### src/rtl/uart_tx_frame_serializer_if.sv
// Byte-load handshake and serial line between upstream logic and the UART transmitter.
// The master drives the byte and its frame settings; the slave returns the line and busy flag.
interface uart_tx_frame_serializer_if #(
    parameter int DATA_WIDTH = 8
);
    logic [DATA_WIDTH-1:0] p_data;
    logic                  data_valid;
    logic                  par_en;
    logic                  par_typ;
    logic [5:0]            prescale;
    logic                  tx_out;
    logic                  busy;

    modport master (
        output p_data, data_valid, par_en, par_typ, prescale,
        input  tx_out, busy
    );

    modport slave (
        input  p_data, data_valid, par_en, par_typ, prescale,
        output tx_out, busy
    );
endinterface

### src/rtl/uart_tx_frame_serializer.sv
// UART transmitter: start bit, DATA_WIDTH data bits LSB first, optional parity, one stop bit.
// Each bit lasts a prescale number of clock cycles; settings are frozen when a byte is accepted.
module uart_tx_frame_serializer #(
    parameter int DATA_WIDTH = 8
) (
    input  logic                          i_clk,
    input  logic                          i_rst_n,
    uart_tx_frame_serializer_if.slave     bus
);
    localparam int CNT_W = (DATA_WIDTH > 1) ? $clog2(DATA_WIDTH) : 1;

    typedef enum logic [2:0] {
        S_IDLE,
        S_START,
        S_DATA,
        S_PARITY,
        S_STOP
    } state_t;

    state_t                r_state, w_state_next;
    logic [DATA_WIDTH-1:0] r_data, w_data_next;
    logic                  r_par_en, w_par_en_next;
    logic                  r_par_bit, w_par_bit_next;
    logic [5:0]            r_prescale, w_prescale_next;
    logic [5:0]            r_edge_cnt, w_edge_cnt_next;
    logic [CNT_W-1:0]      r_bit_cnt, w_bit_cnt_next;
    logic                  r_tx_out, w_tx_out_next;
    logic                  r_busy, w_busy_next;

    logic [5:0]            w_prescale_eff;
    logic                  w_bit_end;

    assign w_prescale_eff = (bus.prescale == 6'd0) ? 6'd1 : bus.prescale;
    assign w_bit_end      = (r_edge_cnt == r_prescale - 6'd1);

    always_ff @(posedge i_clk or negedge i_rst_n) begin
        if (!i_rst_n) begin
            r_state    <= S_IDLE;
            r_data     <= '0;
            r_par_en   <= 1'b0;
            r_par_bit  <= 1'b0;
            r_prescale <= '0;
            r_edge_cnt <= '0;
            r_bit_cnt  <= '0;
            r_tx_out   <= 1'b1;
            r_busy     <= 1'b0;
        end else begin
            r_state    <= w_state_next;
            r_data     <= w_data_next;
            r_par_en   <= w_par_en_next;
            r_par_bit  <= w_par_bit_next;
            r_prescale <= w_prescale_next;
            r_edge_cnt <= w_edge_cnt_next;
            r_bit_cnt  <= w_bit_cnt_next;
            r_tx_out   <= w_tx_out_next;
            r_busy     <= w_busy_next;
        end
    end

    always_comb begin
        w_state_next    = r_state;
        w_data_next     = r_data;
        w_par_en_next   = r_par_en;
        w_par_bit_next  = r_par_bit;
        w_prescale_next = r_prescale;
        w_edge_cnt_next = r_edge_cnt;
        w_bit_cnt_next  = r_bit_cnt;
        w_tx_out_next   = 1'b1;
        w_busy_next     = 1'b0;

        case (r_state)
            S_IDLE: begin
                if (bus.data_valid) begin
                    w_data_next     = bus.p_data;
                    w_par_en_next   = bus.par_en;
                    w_par_bit_next  = (^bus.p_data) ^ bus.par_typ;
                    w_prescale_next = w_prescale_eff;
                    w_edge_cnt_next = '0;
                    w_bit_cnt_next  = '0;
                    w_state_next    = S_START;
                end
            end
            default: begin
                if (!w_bit_end) begin
                    w_edge_cnt_next = r_edge_cnt + 6'd1;
                end else begin
                    w_edge_cnt_next = '0;
                    case (r_state)
                        S_START:  w_state_next = S_DATA;
                        S_DATA: begin
                            if (r_bit_cnt == CNT_W'(DATA_WIDTH - 1)) begin
                                w_bit_cnt_next = '0;
                                w_state_next   = r_par_en ? S_PARITY : S_STOP;
                            end else begin
                                w_bit_cnt_next = r_bit_cnt + 1'b1;
                            end
                        end
                        S_PARITY: w_state_next = S_STOP;
                        default:  w_state_next = S_IDLE;
                    endcase
                end
            end
        endcase

        // Outputs are registered, so the line value is decoded from the upcoming state.
        case (w_state_next)
            S_START:  w_tx_out_next = 1'b0;
            S_DATA:   w_tx_out_next = w_data_next[w_bit_cnt_next];
            S_PARITY: w_tx_out_next = w_par_bit_next;
            default:  w_tx_out_next = 1'b1;
        endcase
        w_busy_next = (w_state_next != S_IDLE);
    end

    assign bus.tx_out = r_tx_out;
    assign bus.busy   = r_busy;
endmodule

### src/flat_wrapper.sv
// flat-port wrapper written by rule: the top's interface ports become plain ports
module uart_tx_frame_serializer_flat 
#(
    parameter int DATA_WIDTH = 8
)
  (i_clk, i_rst_n, bus_p_data, bus_data_valid, bus_par_en, bus_par_typ, bus_prescale, bus_tx_out, bus_busy);
  uart_tx_frame_serializer_if #(.DATA_WIDTH(DATA_WIDTH)) bus_i ();
  input  logic i_clk;
  input  logic i_rst_n;
  input wire logic [$bits(bus_i.p_data)-1:0] bus_p_data;
  input wire logic [$bits(bus_i.data_valid)-1:0] bus_data_valid;
  input wire logic [$bits(bus_i.par_en)-1:0] bus_par_en;
  input wire logic [$bits(bus_i.par_typ)-1:0] bus_par_typ;
  input wire logic [$bits(bus_i.prescale)-1:0] bus_prescale;
  output wire logic [$bits(bus_i.tx_out)-1:0] bus_tx_out;
  output wire logic [$bits(bus_i.busy)-1:0] bus_busy;
  assign bus_i.p_data = bus_p_data;
  assign bus_i.data_valid = bus_data_valid;
  assign bus_i.par_en = bus_par_en;
  assign bus_i.par_typ = bus_par_typ;
  assign bus_i.prescale = bus_prescale;
  assign bus_tx_out = bus_i.tx_out;
  assign bus_busy = bus_i.busy;
  uart_tx_frame_serializer #(.DATA_WIDTH(DATA_WIDTH)) u_core (.i_clk(i_clk), .i_rst_n(i_rst_n), .bus(bus_i));
endmodule
### config.mk
export PLATFORM = sky130hd
export DESIGN_NAME = uart_tx_frame_serializer_flat
export DESIGN_NICKNAME = d
export VERILOG_FILES = /design/src/rtl/uart_tx_frame_serializer_if.sv /design/src/rtl/uart_tx_frame_serializer.sv /design/src/flat_wrapper.sv
export SDC_FILE = /design/constraint.sdc
export NUM_CORES = 1
export LEC_CHECK = 0
export CAP_MARGIN = 20
export CORE_MARGIN = 5
export CORE_UTILIZATION = 55
export CTS_CLUSTER_DIAMETER = 40
export DETAILED_ROUTE_END_ITERATION = 6
export GPL_ROUTABILITY_DRIVEN = 0
export PLACE_DENSITY = 0.79
export SETUP_SLACK_MARGIN = 0.5
export SYNTH_ARGS = -nofsm -noshare
export SYNTH_HDL_FRONTEND = slang
export SYNTH_SLANG_ARGS = --single-unit
### constraint.sdc
create_clock -name i_clk -period 3.4 [get_ports i_clk]
set_clock_uncertainty 0.1 [all_clocks]
set_input_delay 1.02 -clock i_clk [delete_from_list [all_inputs] [get_ports i_clk]]
set_output_delay 1.02 -clock i_clk [all_outputs]
set_load 0.02 [all_outputs]
* Word-level counts from Yosys, hierarchy flattened
Index checks and enable logic that the tools add are counted.
** Operators by class
- Multiplexer cells :: 22
- Equal/unequal tests :: 9
- Reduce and logical (&&, ||, !) cells :: 5
- $add $sub $neg :: 3
- Bitwise gates (word level) :: 1
- Order comparisons :: 1
** Operators by type and width (number)
- $mux W3 :: 10
- $mux W6 :: 4
- $mux W8 :: 2
- $eq A3 B2 Y1 const B :: 4
- $pmux W3 S3 :: 1
- $reduce_xor A8 Y1 :: 1
- $add A6 B1 Y6 const B :: 1
- $eq A3 B1 Y1 const B :: 2
- $eq A6 B6 Y1 :: 1
- $logic_not A6 Y1 :: 1
- $sub A6 B1 Y6 const B :: 1
- $lt A3 B4 Y1 const B :: 1
- $add A3 B1 Y3 const B :: 1
- $bmux W1 S3 :: 1
- $eq A3 B3 Y1 const B :: 1
- $logic_not A3 Y1 :: 1
- $mux W1 :: 3
- $pmux W1 S3 :: 1
- $reduce_bool A3 Y1 :: 1
- $ne A2 B2 Y1 const B :: 1
- $reduce_and A2 Y1 :: 1
- $xor A1 B1 Y1 :: 1
** Word-level totals
- Input port bits :: 19
- Output and inout port bits :: 2
- Bits in registers :: 30
- Logic and storage cells :: 50

* Logic depth before layout (Yosys ltp)
- Depth in word-level cells :: 8
- Depth in mapped cells :: 10
- Gate-level depth less buffers :: 10

* Worst setup path before layout
OpenSTA, ideal clock, no wires.
- Path kind :: in2reg
- Start point :: input bus_data_valid
- End point :: register u_core.r_tx_out, in the netlist u_core.bus.tx_out
- Path slack :: 861 ps
- Data required time :: 3223 ps
- Arrival :: 2361 ps
- Path buffers :: 1
- Stages :: 6
- Path through :: nand2_1 clkbuf_1 nand2_1 mux2_4 or4b_1 a31oi_1
** Between the ends
- Longest elaborated chain between the ends :: 5
- Elaborated cells on any way between the ends :: 14
- Those cells by class :: eq/ne (3); mux (11)
** Ends and longest elaborated chain
- start, declared :: RTL line flat_wrapper.sv:11 : input wire logic [$bits(bus_i.data_valid)-1:0] bus_data_valid;
- $mux W8 or $mux W3 (tied branches) :: RTL line uart_tx_frame_serializer.sv:73 : if (bus.data_valid) begin
- $mux W8 or $mux W3 (tied branches) :: RTL line uart_tx_frame_serializer.sv:71 : case (r_state)
- $bmux W1 S3 :: RTL line uart_tx_frame_serializer.sv:108 : S_DATA: w_tx_out_next = w_data_next[w_bit_cnt_next];
- $mux W1 (not written as such) :: RTL line uart_tx_frame_serializer.sv:108
- $pmux W1 S3 (*) :: RTL line uart_tx_frame_serializer.sv:106 : case (w_state_next)
- named net u_core.w_tx_out_next :: RTL line uart_tx_frame_serializer.sv:27 : logic r_tx_out, w_tx_out_next;
- end signal, assigned :: RTL line uart_tx_frame_serializer.sv:55 : r_tx_out <= w_tx_out_next;
- end, declared :: RTL line uart_tx_frame_serializer.sv:27
The timed path passes the listed nets; every way through them passes the cells marked *. The select of a mux whose other input is x is not followed.
A chain may end at the register's enable or synchronous reset.

* Final worst setup path
- Start point :: register u_core.r_prescale[2]
- End point :: register u_core.r_tx_out, in the netlist u_core.bus.tx_out
** Between the ends
- Longest elaborated chain between the ends :: 7
- Elaborated cells on any way between the ends :: 12
- Those cells by class :: add/sub (1); eq/ne (4); mux (7)
** Ends and longest elaborated chain
- start, declared :: RTL line uart_tx_frame_serializer.sv:24 : logic [5:0] r_prescale, w_prescale_next;
- start signal, assigned :: RTL line uart_tx_frame_serializer.sv:52 : r_prescale <= w_prescale_next;
- $sub A6 B1 Y6 (*) :: RTL line uart_tx_frame_serializer.sv:34 : assign w_bit_end = (r_edge_cnt == r_prescale - 6'd1);
- $eq A6 B6 Y1 (*) :: RTL line uart_tx_frame_serializer.sv:34
- $mux W3 :: RTL line uart_tx_frame_serializer.sv:84 : if (!w_bit_end) begin
- $mux W3 :: RTL line uart_tx_frame_serializer.sv:71
- $bmux W1 S3 :: RTL line uart_tx_frame_serializer.sv:108
- $mux W1 (not written as such) :: RTL line uart_tx_frame_serializer.sv:108
- $pmux W1 S3 (*) :: RTL line uart_tx_frame_serializer.sv:106
- named net u_core.w_tx_out_next :: RTL line uart_tx_frame_serializer.sv:27
Marks and branches as above.

==> impl_results.md <==
* Status: complete, no violations
* H-tree level count at 2
* Fin nets at approximately 240
* Number of diodes at 0
* Comb pwr share at 51.0%
* Global-route wire length before repair at approximately 6600 µm
* Core Box Area at just over 3000 µm²
* Crit Path Class: flop to flop
* Worst-margin pin slew at between 0.5 and 0.6 ns
* CTS Root Cell: clkbuf_4
* Initial DRC count at 68
* Layout cells sized above 1 at between 10% and 20%
* Post-synthesis sequential area ratio at 42.2%
* Worst VDD drop at ~0.63 mV
* Final Cycle Share at ~80%
* Most common cell in the synthesized netlist: nand2_1
* Die Area at roughly 4500 µm²
* Clock sinks at 30
* EDFF count, synth at 0
* Critical Path Sink Type: flop
* # IOs at 21
* Critical Path RT at around 3.6 ns
* Max Root-Sink Buffers at 2
* Gr usage total at slightly below 20%
* Switching pwr at between 0.0008 and 0.0009 W
* Clock share of power at ~14%
* Ys flop type: dfrtp_1
* HPWL after DPL at slightly below 3000 µm
* Largest cells by area after synthesis: dfrtp_1 41%, nand2_1 10%, xnor2_1 6.9%
* Final TNS setup at 0 ns
* Leakage at 0.953 nW
* Largest net degree at the start of global routing at 31
* Vias at between 1500 and 2000
* Synth cell count leaders: 48 x nand2_1, 29 x dfrtp_1, 14 x xnor2_1
* Maximum fanout along the worst path at 5
* Drt first pass iters at 4
* Setup crit start kind: flop
* Initial antenna violation count at 0
* YS warnings at 0
* WHS at around 0.38 ns
* Fin crit period at 2.79 ns
* Count of state elements after synthesis at 30
* FMAX at roughly 0.36 GHz
* FP Rows at 20
* Pint at approximately 0.0011 W
* Synth-to-Final Area Change at 24.6%
* Sequential power share at between 30% and 40%
* Syn nets at 215
* Total grt overflow at 0
* IO buf count at 20
* Worst hold path type: flop to flop
* Total placed instance area at between 2000 and 2500 µm²
* Post-synthesis cell count at around 190
* WL final at 3900 µm
* Area fraction of the dominant cell type after synthesis at 40.8%
* DR DRC count at 0
* Async SR Flop Fraction at 100%
* Vias per inst at 5.70
* Hold Vio Cnt, Final at 0
* Skew-Pair Late Insertion Delay at ~0.34 ns
* Final instance area at 2220 µm²
* Routed WL per cell at around 15 µm
* Max-cap viol count at 0
* Pwr Total at about 0.0019 W
* ANT nets after route at 0
* Unique masters post-synth at 51
* Max-slew violations at 0
* Switching Fraction at a little over two fifths
* Worst Path Arrival at slightly below 3 ns
* Num CTS Buffers at 5
* Die Height at roughly 67 µm
* Starting density of the core at between 50% and 60%
* Worst-case headroom to the max-slew limit at 62.8%
* RSZ-0062 raised after global routing: no
* Avg Inst Size Synth at between 9 and 10 µm²
* Vias in the first global route at between 1000 and 1500
* Post-synth top area cell: dfrtp_1
* Post-Syn Area at ~1800 µm²
* Die Wd at approximately 67 µm
* Final setup fails at 0
* Reg clk slew, reported paths at around 0.1 ns
* CTS tree: done
* Pwr dens at approximately 860 nW/µm²
## kinds of logic (layout without fill, tap and decap cells)
kind of cell    after synthesis  in the layout  synth area share [%]
compound gates               38             38                  15.8
xor+xnor                     18             18                  9.28
fa+ha+maj                     4              4                  2.81
buf+inv                      10             39                  2.11
flops                        30             30                  42.2
mux                           3              3                  2.04
simple gates                 89             90                  25.7
## state kept, by name (all words and copies together), names as in the netlist
register / cells
u_core.r_edge_cnt: 6
u_core.r_par_bit: 1
u_core.r_par_en: 1
u_core.r_data: 8
u_core.bus.tx_out: 1
u_core.r_state: 3
u_core.r_bit_cnt: 3
u_core.bus.busy: 1
u_core.r_prescale: 6
## final cells by class
class / instances / area, µm²
clock buffer: 5 / 37.5
clock inverter: 3 / 40.0
tap: 44 / 55.1
multi-input combinational: 153 / 1070
sequential: 30 / 752
inverter: 6 / 22.5
fill: 242 / 860
timing repair buffer: 25 / 238
## power by group through the flow
stage | clock network, W | logic (W) | registers, W
2_1_floorplan | 0 | 0.000647 | 0.000625
3_3_place_gp | 0 | 0.000803 | 0.000643
3_5_place_dp | 0 | 0.000830 | 0.000651
4_1_cts | 0.000285 | 0.000839 | 0.000645
5_1_grt | 0.000306 | 0.00107 | 0.000674
6_report | 0.000276 | 0.000974 | 0.000659
## worst paths after layout
path                                             startpoint                                to  slack (ns)  depth (start not counted)
max in group asynchronous                           i_rst_n       u_core.bus.tx_out$_DFF_PN1_        1.92                          2
hold / removal                   u_core.r_data[6]$_DFF_PN0_        u_core.r_data[6]$_DFF_PN0_        0.38                          2
setup / recovery           u_core.r_prescale[2]$_DFFE_PN0P_       u_core.bus.tx_out$_DFF_PN1_        0.61                          7
setup reg to reg           u_core.r_prescale[2]$_DFFE_PN0P_       u_core.bus.tx_out$_DFF_PN1_        0.61                          7
hold reg to reg                  u_core.r_data[6]$_DFF_PN0_        u_core.r_data[6]$_DFF_PN0_        0.38                          2
min in group asynchronous                           i_rst_n  u_core.r_edge_cnt[0]$_DFFE_PN0P_        0.97                          2
## what timing repair did
action                                  in CTS  in global routing
buffers inserted                             0                  2
gates resized for setup                      2                 12
cloned                                       0                  1
endpoints found under the setup margin       1                  1
hold buffers                                 0                  0
pin swaps                                    0                  4
## per-layer routing
| layer | global-route usage [%] | up-vias | wire, µm |
|---|---|---|---|
| li1 | - | 735 | - |
| met2 | 32.4 | 25 | 1950 |
| met5 | 0 | - | 0 |
| met3 | 5.40 | 10 | 137 |
| met4 | 8.86 | 0 | 84 |
| met1 | 23.8 | 745 | 1740 |
## cell usage in the layout, fill, tap and decap left out, types with 2 or more instances in the layout
master	netlist	final
a21oi_2	2	2
nor2_1	7	6
inv_1	5	5
nor2b_1	3	3
buf_4	0	5
nand2b_1	3	3
o32a_1	2	2
nor4_1	4	3
nor3b_1	3	2
xor2_1	3	2
xnor2_2	1	3
dfrtp_1	29	29
clkdlybuf4s50_1	0	20
xnor2_1	14	12
nor3_1	4	3
nand3_1	3	3
nand2_1	48	48
or3_1	3	3
o31ai_1	3	3
o21ai_0	12	12
clkbuf_4	0	5
ha_1	4	4
clkinv_2	0	2
o21bai_1	4	4
## stage by stage
step	util (%)	setup WS (ns)	std cells
after floorplan	-	0.861	192
after global placement	66.4	0.343	255
after detailed placement	66.4	0.143	255
after CTS	69.1	0.564	263
after global routing	72.1	0.483	266
final	72.1	0.610	266
## critical path, stage by stage, from the launching register on
cell and delay [ns]:
dfrtp_1 0.48, or3_4 0.45, xnor2_2 0.28, nand4_4 0.19, nor2_4 0.17, mux2_4 0.31
or4b_1 0.54, a31oi_2 0.19
Power figures use the tool's default switching activity.
==> RTL edit (same settings) <==
`DATA_WIDTH` is set to 8 in 3 places; all go to 16.
--- a/src/rtl/uart_tx_frame_serializer_if.sv
+++ b/src/rtl/uart_tx_frame_serializer_if.sv
@@ -1,7 +1,7 @@
 // Byte-load handshake and serial line between upstream logic and the UART transmitter.
 // The master drives the byte and its frame settings; the slave returns the line and busy flag.
 interface uart_tx_frame_serializer_if #(
-    parameter int DATA_WIDTH = 8
+    parameter int DATA_WIDTH = 16
 );
     logic [DATA_WIDTH-1:0] p_data;
     logic                  data_valid;
--- a/src/rtl/uart_tx_frame_serializer.sv
+++ b/src/rtl/uart_tx_frame_serializer.sv
@@ -1,7 +1,7 @@
 // UART transmitter: start bit, DATA_WIDTH data bits LSB first, optional parity, one stop bit.
 // Each bit lasts a prescale number of clock cycles; settings are frozen when a byte is accepted.
 module uart_tx_frame_serializer #(
-    parameter int DATA_WIDTH = 8
+    parameter int DATA_WIDTH = 16
 ) (
     input  logic                          i_clk,
     input  logic                          i_rst_n,
--- a/src/flat_wrapper.sv
+++ b/src/flat_wrapper.sv
@@ -1,7 +1,7 @@
 // flat-port wrapper written by rule: the top's interface ports become plain ports
 module uart_tx_frame_serializer_flat 
 #(
-    parameter int DATA_WIDTH = 8
+    parameter int DATA_WIDTH = 16
 )
   (i_clk, i_rst_n, bus_p_data, bus_data_valid, bus_par_en, bus_par_typ, bus_prescale, bus_tx_out, bus_busy);
   uart_tx_frame_serializer_if #(.DATA_WIDTH(DATA_WIDTH)) bus_i ();
Interface: changed (resized bus_p_data); port bits go from 21 to 29. The function was not compared with the original's and may differ.
==> RTL edit against the unedited design <==
- die area is 22% higher
- sequential cell count is 9 higher
- setup slack worse by 0.29 ns
- total power is 24% higher
- final area is 27% higher
- routed wire length is 20% higher
- non-clock buffer count is 18 higher
- synthesized area is 26% higher
- critical path depth is 2 higher
- combinational power is 28% higher
- critical path type unchanged
==> RTL edit: results (changes against the unedited design) <==
Total of clock buffers placed in the layout = 5 (unchanged)
Share of post-route cells with drive strength above 1 = 17.81% (+0.24 points)
R2R Path Start = u_core.r_prescale[1]
DRT met1 WL = 2063 um (+19%)
Pre-CTS WS = 0.1275 ns (-0.01545 ns)
GR Util met2 = 34.55% (+2.1 points)
Global-route wire length before repair = 8162 um (+24%)
Sequential share of the synthesized area = 43.41% (+1.2 points)
Multi-input gates = 195 (+27%)
Top cells by count, synth = 76 x nand2_1, 38 x dfrtp_1, 17 x xnor2_1
R2R cell count = 9 (+2)
Post-CTS setup buffer count = 7 (+7)
Clock Network Area Fraction = 2.970% (-0.53 points)
Grt met1 use = 23.17% (-0.64 points)
Synth area leaders = dfrtp_1 42%, nand2_1 13%, xnor2_1 6.6%, o21ai_0 3.1%, mux2_2 2.5%
Met3 routed WL = 207 um (+51%)
Synthesized net count = 276 (+28%)
Drt first pass iters = 6 (+2)
Fin worst setup slack = 0.3238 ns (-0.2857 ns)
Number of global-route vias before repair = 1,870 (+25%)
Fillers = 297 (+23%)
Critical path fanouts, max = 4 (-1)
Seq Cell Count = 39 (+30%)
Slowest-stage cell, CP = or4_4
Signal buffers = 43 (+72%)
Total leakage power = 1.305 nW (+37%)
DRT iter0 DRCs = 84 (+24%)
Status = completed
Mux cell area share after synthesis = 6.615% (+4.6 points)
Worst-path clk slew = 0.08 ns (-0.02 ns)
PostCTS Resize Cnt = 7 (+5)
Worst slew margin = 42.57% (-20 points)
Seq/total area = 34.62% (+0.72 points)
Placed Area = 2646 um2 (+30%)
Clock tree root driver cell = clkbuf_8
VDD IR max = 0.0003660 V (-41%)
Top Registers = u_core.r_data: 16 flops, u_core.r_edge_cnt: 6 flops, u_core.r_prescale: 6 flops
Overall routing resource usage = 19.58% (-0.12 points)
Syn Inst Count = 246 (+28%)
PortBufs = 28 (+40%)
Syn avg cell area = 9.150 um2 (-1.3%)
Critical Path AT = 3.20 ns (+0.24 ns)
Post-synth cell types = 52 (+2.0%)
Synth Area in Adders = 1.668% (-1.1 points)
[RTL edit: changes by cell type in the layout (fill, tap and decap cells not counted), sizes merged, moves of 3 or more]
cell	change
buf	+11
o211ai	+3
o21bai	-4
nand2	+30
mux2i	+4
nor4	-5
nand3	+4
clkdlybuf4s50	+7
dfrtp	+9
nor2	+4
mux2	+5
xor2	+3
[RTL edit: power by group]
part | internal [mW] | switching [mW] | total, mW
combinational | 0.627 | 0.626 | 1.25
clock | 0.140 | 0.165 | 0.305
sequential | 0.666 | 0.152 | 0.818
[RTL edit: worst min path at each step]
stage,startpoint,endpoint,slack [ns],depth (start not counted)
2_1_floorplan,u_core.r_data[7],u_core.r_data[7],0.33,2
3_3_place_gp,u_core.r_data[13],u_core.r_data[13],0.35,2
3_5_place_dp,u_core.r_data[1],u_core.r_data[1],0.36,2
4_1_cts,u_core.r_data[1],u_core.r_data[1],0.38,2
5_1_grt,u_core.r_data[4],u_core.r_data[4],0.39,2
6_report,u_core.r_data[1],u_core.r_data[1],0.38,2
